**src/rtl/game_pkg.sv**
```systemverilog
// game_pkg: shared types, block schedule and tuning constants for the block-slicing game
package game_pkg;
  localparam int TIME_W      = 16;
  localparam int TICK_CYCLES = 10;
  localparam int NUM_BLOCKS  = 4;
  localparam int HALF_MAX    = 32;
  localparam int HALF_MIN    = 4;
  localparam int LOOKAHEAD   = 100;
  localparam int HIT_WINDOW  = 5;
  localparam int SABER_R     = 3;
  localparam int DZ_MAX      = (HALF_MAX - HALF_MIN) * 4;

  typedef struct packed {
    logic [11:0]       x;
    logic [11:0]       y;
    logic [TIME_W-1:0] t_hit;
    logic              side;
  } block_t;

  localparam block_t [NUM_BLOCKS-1:0] BLOCK_TABLE = {
    block_t'{x: 12'd100, y: 12'd400, t_hit: 16'd250, side: 1'b1},
    block_t'{x: 12'd400, y: 12'd200, t_hit: 16'd150, side: 1'b1},
    block_t'{x: 12'd200, y: 12'd300, t_hit: 16'd100, side: 1'b0},
    block_t'{x: 12'd200, y: 12'd200, t_hit: 16'd10,  side: 1'b0}
  };

  localparam logic [15:0] RGB_BLACK = 16'h0000;
  localparam logic [15:0] RGB_WHITE = {5'd31, 6'd63, 5'd31};
  localparam logic [15:0] RGB_RED   = {5'd31, 6'd0, 5'd0};
  localparam logic [15:0] RGB_BLUE  = {5'd0, 6'd0, 5'd31};

  function automatic logic [12:0] abs_diff(input logic [11:0] a, input logic [11:0] b);
    return (a > b) ? ({1'b0, a} - {1'b0, b}) : ({1'b0, b} - {1'b0, a});
  endfunction
endpackage

```
**src/rtl/game_logic_renderer_block_projector.sv**
```systemverilog
// block_projector: visibility, perspective half-size and hit/miss timing for one block
module block_projector
  import game_pkg::*;
(
  input  logic [TIME_W-1:0] curr_time,
  input  logic [TIME_W-1:0] t_hit,
  output logic              visible,
  output logic [5:0]        half,
  output logic              in_window,
  output logic              late
);
  localparam int TW = TIME_W + 2;
  logic [TW-1:0] t, th, dz, dzc;
  // widened time comparisons so nothing underflows near time zero
  always_comb begin
    t         = {2'b0, curr_time};
    th        = {2'b0, t_hit};
    visible   = (t + TW'(LOOKAHEAD)) >= th;
    in_window = ((t + TW'(HIT_WINDOW)) >= th) && (t <= (th + TW'(HIT_WINDOW)));
    late      = t > (th + TW'(HIT_WINDOW));
    dz        = (th > t) ? (th - t) : '0;
    dzc       = (dz > TW'(DZ_MAX)) ? TW'(DZ_MAX) : dz;
    half      = 6'(TW'(HALF_MAX) - (dzc >> 2));
  end
endmodule

```
**src/rtl/game_logic_renderer.sv**
```systemverilog
// game_logic_renderer: game clock, block hit/miss tracking and RGB565 pixel generation
module game_logic_renderer
  import game_pkg::*;
(
  input  logic        clk_in,
  input  logic        rst_in,
  input  logic [10:0] x_in,
  input  logic [9:0]  y_in,
  input  logic [11:0] hand_x_left_bottom,
  input  logic [11:0] hand_y_left_bottom,
  input  logic [13:0] hand_z_left_bottom,
  input  logic [11:0] hand_x_left_top,
  input  logic [11:0] hand_y_left_top,
  input  logic [13:0] hand_z_left_top,
  input  logic [11:0] hand_x_right_bottom,
  input  logic [11:0] hand_y_right_bottom,
  input  logic [13:0] hand_z_right_bottom,
  input  logic [11:0] hand_x_right_top,
  input  logic [11:0] hand_y_right_top,
  input  logic [13:0] hand_z_right_top,
  input  logic [11:0] head_x,
  input  logic [11:0] head_y,
  input  logic [13:0] head_z,
  output logic [4:0]  r_out,
  output logic [5:0]  g_out,
  output logic [4:0]  b_out
);
  localparam int TICK_W = $clog2(TICK_CYCLES);
  logic [TICK_W-1:0]     tick_q, tick_d;
  logic [TIME_W-1:0]     curr_time_q, curr_time_d, curr_time;
  logic [NUM_BLOCKS-1:0] active_q, active_d, vis, win, late, hit, miss;
  logic [5:0]            half [NUM_BLOCKS];
  logic [7:0]            score_q, score_d, misses_q, misses_d;
  logic [2:0]            n_hit, n_miss;
  logic [8:0]            s_sum, m_sum;
  logic [10:0]           x_q;
  logic [9:0]            y_q;
  logic [11:0]           lx_q, ly_q, rx_q, ry_q;
  logic [15:0]           rgb_q, rgb_d;
  logic [141:0]          aux_q;
  logic                  unused_aux;
  logic                  saber;

  assign curr_time  = curr_time_q;
  assign unused_aux = ^aux_q;
  assign {r_out, g_out, b_out} = rgb_q;

  for (genvar i = 0; i < NUM_BLOCKS; i++) begin : g_blk
    block_projector u_proj (
      .curr_time(curr_time),
      .t_hit    (BLOCK_TABLE[i].t_hit),
      .visible  (vis[i]),
      .half     (half[i]),
      .in_window(win[i]),
      .late     (late[i])
    );
  end

  // game clock: tick prescaler and wrapping time counter
  always_comb begin
    tick_d      = (tick_q == TICK_W'(TICK_CYCLES - 1)) ? '0 : tick_q + 1'b1;
    curr_time_d = (tick_q == TICK_W'(TICK_CYCLES - 1)) ? curr_time_q + 1'b1 : curr_time_q;
  end

  // per-block hit/miss retirement and saturating score/miss counters
  always_comb begin
    active_d = active_q;
    hit      = '0;
    miss     = '0;
    n_hit    = '0;
    n_miss   = '0;
    for (int i = 0; i < NUM_BLOCKS; i++) begin
      hit[i]  = active_q[i] && win[i]
             && abs_diff(BLOCK_TABLE[i].side ? rx_q : lx_q, BLOCK_TABLE[i].x) < 13'(HALF_MAX)
             && abs_diff(BLOCK_TABLE[i].side ? ry_q : ly_q, BLOCK_TABLE[i].y) < 13'(HALF_MAX);
      miss[i] = active_q[i] && late[i];
      active_d[i] = active_q[i] && !hit[i] && !miss[i];
      n_hit  = n_hit + {2'b0, hit[i]};
      n_miss = n_miss + {2'b0, miss[i]};
    end
    s_sum    = {1'b0, score_q} + {6'b0, n_hit};
    m_sum    = {1'b0, misses_q} + {6'b0, n_miss};
    score_d  = s_sum[8] ? 8'hff : s_sum[7:0];
    misses_d = m_sum[8] ? 8'hff : m_sum[7:0];
  end

  // stage-2 colour: saber marker over lowest-index covering block over black
  always_comb begin
    rgb_d = RGB_BLACK;
    saber = (abs_diff({1'b0, x_q}, lx_q) <= 13'(SABER_R) && abs_diff({2'b0, y_q}, ly_q) <= 13'(SABER_R))
         || (abs_diff({1'b0, x_q}, rx_q) <= 13'(SABER_R) && abs_diff({2'b0, y_q}, ry_q) <= 13'(SABER_R));
    for (int i = NUM_BLOCKS - 1; i >= 0; i--)
      if (active_q[i] && vis[i]
          && abs_diff({1'b0, x_q}, BLOCK_TABLE[i].x) < {7'b0, half[i]}
          && abs_diff({2'b0, y_q}, BLOCK_TABLE[i].y) < {7'b0, half[i]})
        rgb_d = BLOCK_TABLE[i].side ? RGB_BLUE : RGB_RED;
    rgb_d = saber ? RGB_WHITE : rgb_d;
  end

  // state registers and pixel pipeline with synchronous active-low reset
  always_ff @(posedge clk_in) begin
    if (!rst_in) begin
      tick_q      <= '0;
      curr_time_q <= '0;
      active_q    <= '1;
      score_q     <= '0;
      misses_q    <= '0;
      x_q         <= '0;
      y_q         <= '0;
      lx_q        <= '0;
      ly_q        <= '0;
      rx_q        <= '0;
      ry_q        <= '0;
      aux_q       <= '0;
      rgb_q       <= '0;
    end else begin
      tick_q      <= tick_d;
      curr_time_q <= curr_time_d;
      active_q    <= active_d;
      score_q     <= score_d;
      misses_q    <= misses_d;
      x_q         <= x_in;
      y_q         <= y_in;
      lx_q        <= hand_x_left_top;
      ly_q        <= hand_y_left_top;
      rx_q        <= hand_x_right_top;
      ry_q        <= hand_y_right_top;
      aux_q       <= {hand_z_left_bottom, hand_z_left_top, hand_z_right_bottom, hand_z_right_top,
                      hand_x_left_bottom, hand_y_left_bottom, hand_x_right_bottom, hand_y_right_bottom,
                      head_x, head_y, head_z};
      rgb_q       <= rgb_d;
    end
  end
endmodule

```
**config.mk**
```make
export PLATFORM = sky130hd
export DESIGN_NAME = game_logic_renderer
export DESIGN_NICKNAME = d
export VERILOG_FILES = /design/src/rtl/game_pkg.sv /design/src/rtl/game_logic_renderer_block_projector.sv /design/src/rtl/game_logic_renderer.sv
export SDC_FILE = /design/constraint.sdc
export NUM_CORES = 1
export LEC_CHECK = 0
export BUFFER_PORTS_ARGS = -buffer_cell sky130_fd_sc_hd__buf_2
export CORE_AREA = 2 2 158 160
export CTS_CLUSTER_SIZE = 12
export DETAILED_ROUTE_END_ITERATION = 16
export DIE_AREA = 0 0 160 162
export PLACE_DENSITY_LB_ADDON = 0.15
export SLEW_MARGIN = 25
export SYNTH_ARGS = -nofsm -noshare
export SYNTH_HDL_FRONTEND = slang
export SYNTH_SLANG_ARGS = --single-unit
```
**constraint.sdc**
```tcl
create_clock -name clk_in -period 5.57 [get_ports clk_in]
set_input_delay 0.557 -clock clk_in [delete_from_list [all_inputs] [get_ports clk_in]]
set_output_delay 0.557 -clock clk_in [all_outputs]
set_load 0.01 [all_outputs]
```
==> impl_metrics.env <==
export IMPL_core_sq_mm=0.02411
export IMPL_synth_top_family_by_area="compound AO/OA/AOI/OAI gates"
export IMPL_netSwitchingPower_mw=1.042
export IMPL_cts_inserted_buffers=9
export IMPL_final_layout_size_suffix_gt1_share_pct=10.09
export IMPL_grtUsageTotal_pct=34.31
export IMPL_post_route_util_pct=61.76
export IMPL_pre_cts_ws_ns=0.7420
export IMPL_ctsHoldBuffers=0
export IMPL_muxShareOfSynthArea_pct=3.919
export IMPL_worst_r2r_path_depth=18
export IMPL_cts_sink_count=96
export IMPL_synth_xor_area_share_pct=6.865
export IMPL_setup_violations=0
export IMPL_critPathMaxStageDelay_ns=0.69
export IMPL_hpwl_um=34980
export IMPL_htree_levels=3
export IMPL_yosysMostFrequentCell="nand2_1"
export IMPL_gp_congestion=0.9946
export IMPL_final_nets=2349
export IMPL_cpMostUsedCell="a211o_1"
export IMPL_grt_max_degree=53
export IMPL_peakVddDrop_uv=144.3
export IMPL_status="finished, final reports clean"
export IMPL_r2r_end="rgb_q[4]"
export IMPL_min_period_ns=5.007
export IMPL_synth_fp_nets=2329
export IMPL_crit_chain="ha_1 > nand2b_1 > and2_1 > o22ai_1 > a21boi_2 > and2_1 > nand2b_1 > o21a_1 > ha_1 > a22oi_1 > nand4_1 > a211o_1 > a211o_1 > a311oi_1 > o2111ai_1 > a311o_1 > a211o_1 > o211ai_2"
export IMPL_p_int_mw=1.488
export IMPL_path_depth=18
export IMPL_clock_tree_root_cell="clkbuf_16"
export IMPL_syn_inst=1938
export IMPL_drt_antenna_violating_nets=0
export IMPL_r2r_start="curr_time[0]"
export IMPL_post_drt_wl_per_cell_um=19.86
export IMPL_power_density_mw_per_mm2=169.9
export IMPL_grt_pass1_wl_um=71820
export IMPL_path_delay_family="compound AO/OA/AOI/OAI gates"
export IMPL_clk_path_buf_depth=2
export IMPL_synth_cell_type_count=96
export IMPL_rrSetupSlack_ns=0.56
export IMPL_num_vias=14690
export IMPL_p_leak_nw=6.393
export IMPL_netlist_area_sq_mm=0.01402
export IMPL_post_cts_resized=0
export IMPL_worstSetupStartpointType="flip-flop"
export IMPL_clk_latency_ns=0.38
export IMPL_yosys_area_share_simple_pct=25.36
export IMPL_vias_per_cell=6.419
export IMPL_clock_power_share_pct=25.2
export IMPL_synth_compound_area_share_pct=26.56
export IMPL_maxCapViolCount=0
export IMPL_synth_edf_count=0
export IMPL_crit_fanout=16
export IMPL_slew_headroom_pct=37.93
export IMPL_end_kind="flip-flop"
export IMPL_finalSetupTns_ns=0
export IMPL_path_buf_inv=0
export IMPL_fillCellCount=2304
export IMPL_combPwrFrac_pct=44.5
export IMPL_fmax_ghz=0.1997
export IMPL_ys_warn_count=0
export IMPL_cts_tree="done"
export IMPL_io_pins=229
export IMPL_drcViolationCount=0
export IMPL_hold_viol=0
export IMPL_crit_slowest_cell="dfxtp_1"
export IMPL_start_util_pct=58.14
export IMPL_period_share_pct=89.89
export IMPL_swShare_pct=41.20
export IMPL_syn_area_per_cell_sq_um=7.232
export IMPL_dieArea_sq_mm=0.02592
export IMPL_fin_worst_skew_ns=0.01963
export IMPL_worstPathArrival_ns=5.29
export IMPL_required_ns=5.86
export IMPL_grt_pass1_vias=13530
export IMPL_portBuffers=86
export IMPL_ys_ff_latch=96
export IMPL_yosys_top_cells_area="ha_1 (15%), dfxtp_1 (14%), xnor2_1 (5.7%)"
export IMPL_synth_common_cells="nand2_1 (173), ha_1 (170), nor2_1 (143)"
export IMPL_synth_top_cell_area_share_pct=15.18
export IMPL_grt_overflow_total=0
export IMPL_synth_ff_type="dfxtp_1"
export IMPL_synth_adder_area_share_pct=16.61
export IMPL_p_seq_share_pct=30.3
export IMPL_areaGrowthSynthToFinish_pct=6.213
export IMPL_die_x_um=160
export IMPL_multi_input_area_sq_mm=0.01112
export IMPL_wirelength_um=45440
export IMPL_rsz0062_at_grt="no"
export IMPL_critical_path_class="reg -> reg"
export IMPL_worst_pin_slew_ns=0.9267
export IMPL_drtIter0Drc=1563
export IMPL_synthArstFlopShare_pct=0
export IMPL_ys_seq_area_share_pct=13.71
export IMPL_postCtsSetupBuffers=0
export IMPL_yosys_area_top_type="ha_1"
export IMPL_crit_path_end="rgb_q[4]"
export IMPL_final_max_slew_viol_count=0
export IMPL_clkTransAtPathRegs_ns=0.09
export IMPL_final_seq_area_sq_mm=0.001922
export IMPL_crit_start="curr_time[0]"
export IMPL_hold_path_class="in -> reg"
export IMPL_drt_pass1_iterations=6
export IMPL_antenna_found_initial=3
export IMPL_timing_final_ws_setup_ns=0.5633
export IMPL_die_h_um=162
export IMPL_row_count=57
-- cell families after synthesis --
family,after synthesis
AOI/OAI and AO/OA,564
xor gates and xnor gates,109
adders and majority gates,182
buffers and inverters,231
DFF,96
muxes,53
and+or+nand+nor,703
-- final cells by class --
cell class	instances	share of cell area, %
Inverter	116	2.925
Multi-Input combinational cell	1611	74.73
Antenna cell	1	0.01681
Clock inverter	5	0.2605
Sequential cell	96	12.91
Tap cell	324	2.723
Clock buffer	11	1.631
Timing Repair Buffer	124	4.808
-- power groups by stage --
stage                     registers (mW)  logic, mW  clock network [mW]
after floorplan                    0.761      0.823                   0
after global routing               0.770       1.24               0.672
after CTS                          0.764       1.10               0.649
after global placement             0.779       1.08                   0
final                              0.766       1.13               0.637
after detailed placement           0.780       1.09                   0
-- layout by cell type, fill, tap and decap left out, drive strengths merged, types with 9 or more instances in the layout --
| cell type | synthesis | layout |
|---|---|---|
| a2111oi | 9 | 9 |
| a211o | 11 | 11 |
| a211oi | 20 | 20 |
| a21o | 46 | 46 |
| a21oi | 141 | 141 |
| a22oi | 12 | 12 |
| a311oi | 10 | 10 |
| a31oi | 44 | 44 |
| a41oi | 11 | 11 |
| and2 | 84 | 84 |
| and3 | 15 | 15 |
| buf | 47 | 124 |
| clkbuf | 68 | 11 |
| dfxtp | 96 | 96 |
| ha | 170 | 170 |
| inv | 112 | 115 |
| mux2 | 12 | 12 |
| mux2i | 41 | 41 |
| nand2 | 174 | 174 |
| nand2b | 28 | 28 |
| nand3 | 59 | 59 |
| nand4 | 30 | 30 |
| nor2 | 144 | 144 |
| nor2b | 21 | 21 |
| nor3 | 60 | 60 |
| nor4 | 26 | 26 |
| o2111ai | 10 | 10 |
| o211ai | 24 | 24 |
| o21a | 19 | 19 |
| o21ai | 122 | 122 |
| o22ai | 12 | 12 |
| o311ai | 9 | 9 |
| o31ai | 9 | 9 |
| or2 | 12 | 12 |
| or3 | 16 | 16 |
| or4 | 11 | 11 |
| xnor2 | 92 | 92 |
| xor2 | 17 | 17 |
-- flip-flops by register name, summed over array words and instances, names as in the netlist --
name / count
active_q: 4
rgb_q: 3
curr_time: 16
tick_q: 4
y_q: 10
ry_q: 12
ly_q: 12
rx_q: 12
x_q: 11
lx_q: 12
-- worst min-delay path by stage --
stage | start | to | slack (ns) | depth (start not counted)
2_1_floorplan | tick_q[0] | tick_q[0] | 0.43 | 1
3_3_place_gp | tick_q[0] | tick_q[0] | 0.44 | 1
3_5_place_dp | tick_q[0] | tick_q[0] | 0.46 | 1
4_1_cts | hand_y_left_top[4] | ly_q[4] | 0.37 | 2
5_1_grt | hand_y_left_top[1] | ly_q[1] | 0.38 | 2
6_report | hand_y_left_top[4] | ly_q[4] | 0.38 | 2
-- layer usage --
layer / GRT usage, % / share of wire, %
met5: 0 / 0.040
met3: 6.282 / 9.5
met2: 55.08 / 44
met1: 44.80 / 42
met4: 16.09 / 4.7
-- worst register-to-register path, cell delays in order (launching register included) --
cell and delay, ns:
dfxtp_1 0.69, ha_1 0.60, nand2b_1 0.25, and2_1 0.23, o22ai_1 0.13, a21boi_2 0.23, and2_1 0.25, nand2b_1 0.10
o21a_1 0.23, ha_1 0.32, a22oi_1 0.26, nand4_1 0.13, a211o_1 0.24, a211o_1 0.22, a311oi_1 0.21, o2111ai_1 0.14
a311o_1 0.31, a211o_1 0.30, o211ai_2 0.08
-- metrics by stage --
step           cell area (sq um)  instances  power [mW]  hold slack, ns
4_1_cts                    14880       2287       2.512          0.3740
3_5_place_dp               14600       2271       1.872          0.4578
5_1_grt                    14880       2287       2.679          0.3791
3_3_place_gp               14600       2271       1.855          0.4443
2_1_floorplan              14020       1938       1.584          0.4334
6_report                   14890       2288       2.530          0.3783
(Power assumes the default switching activity.)
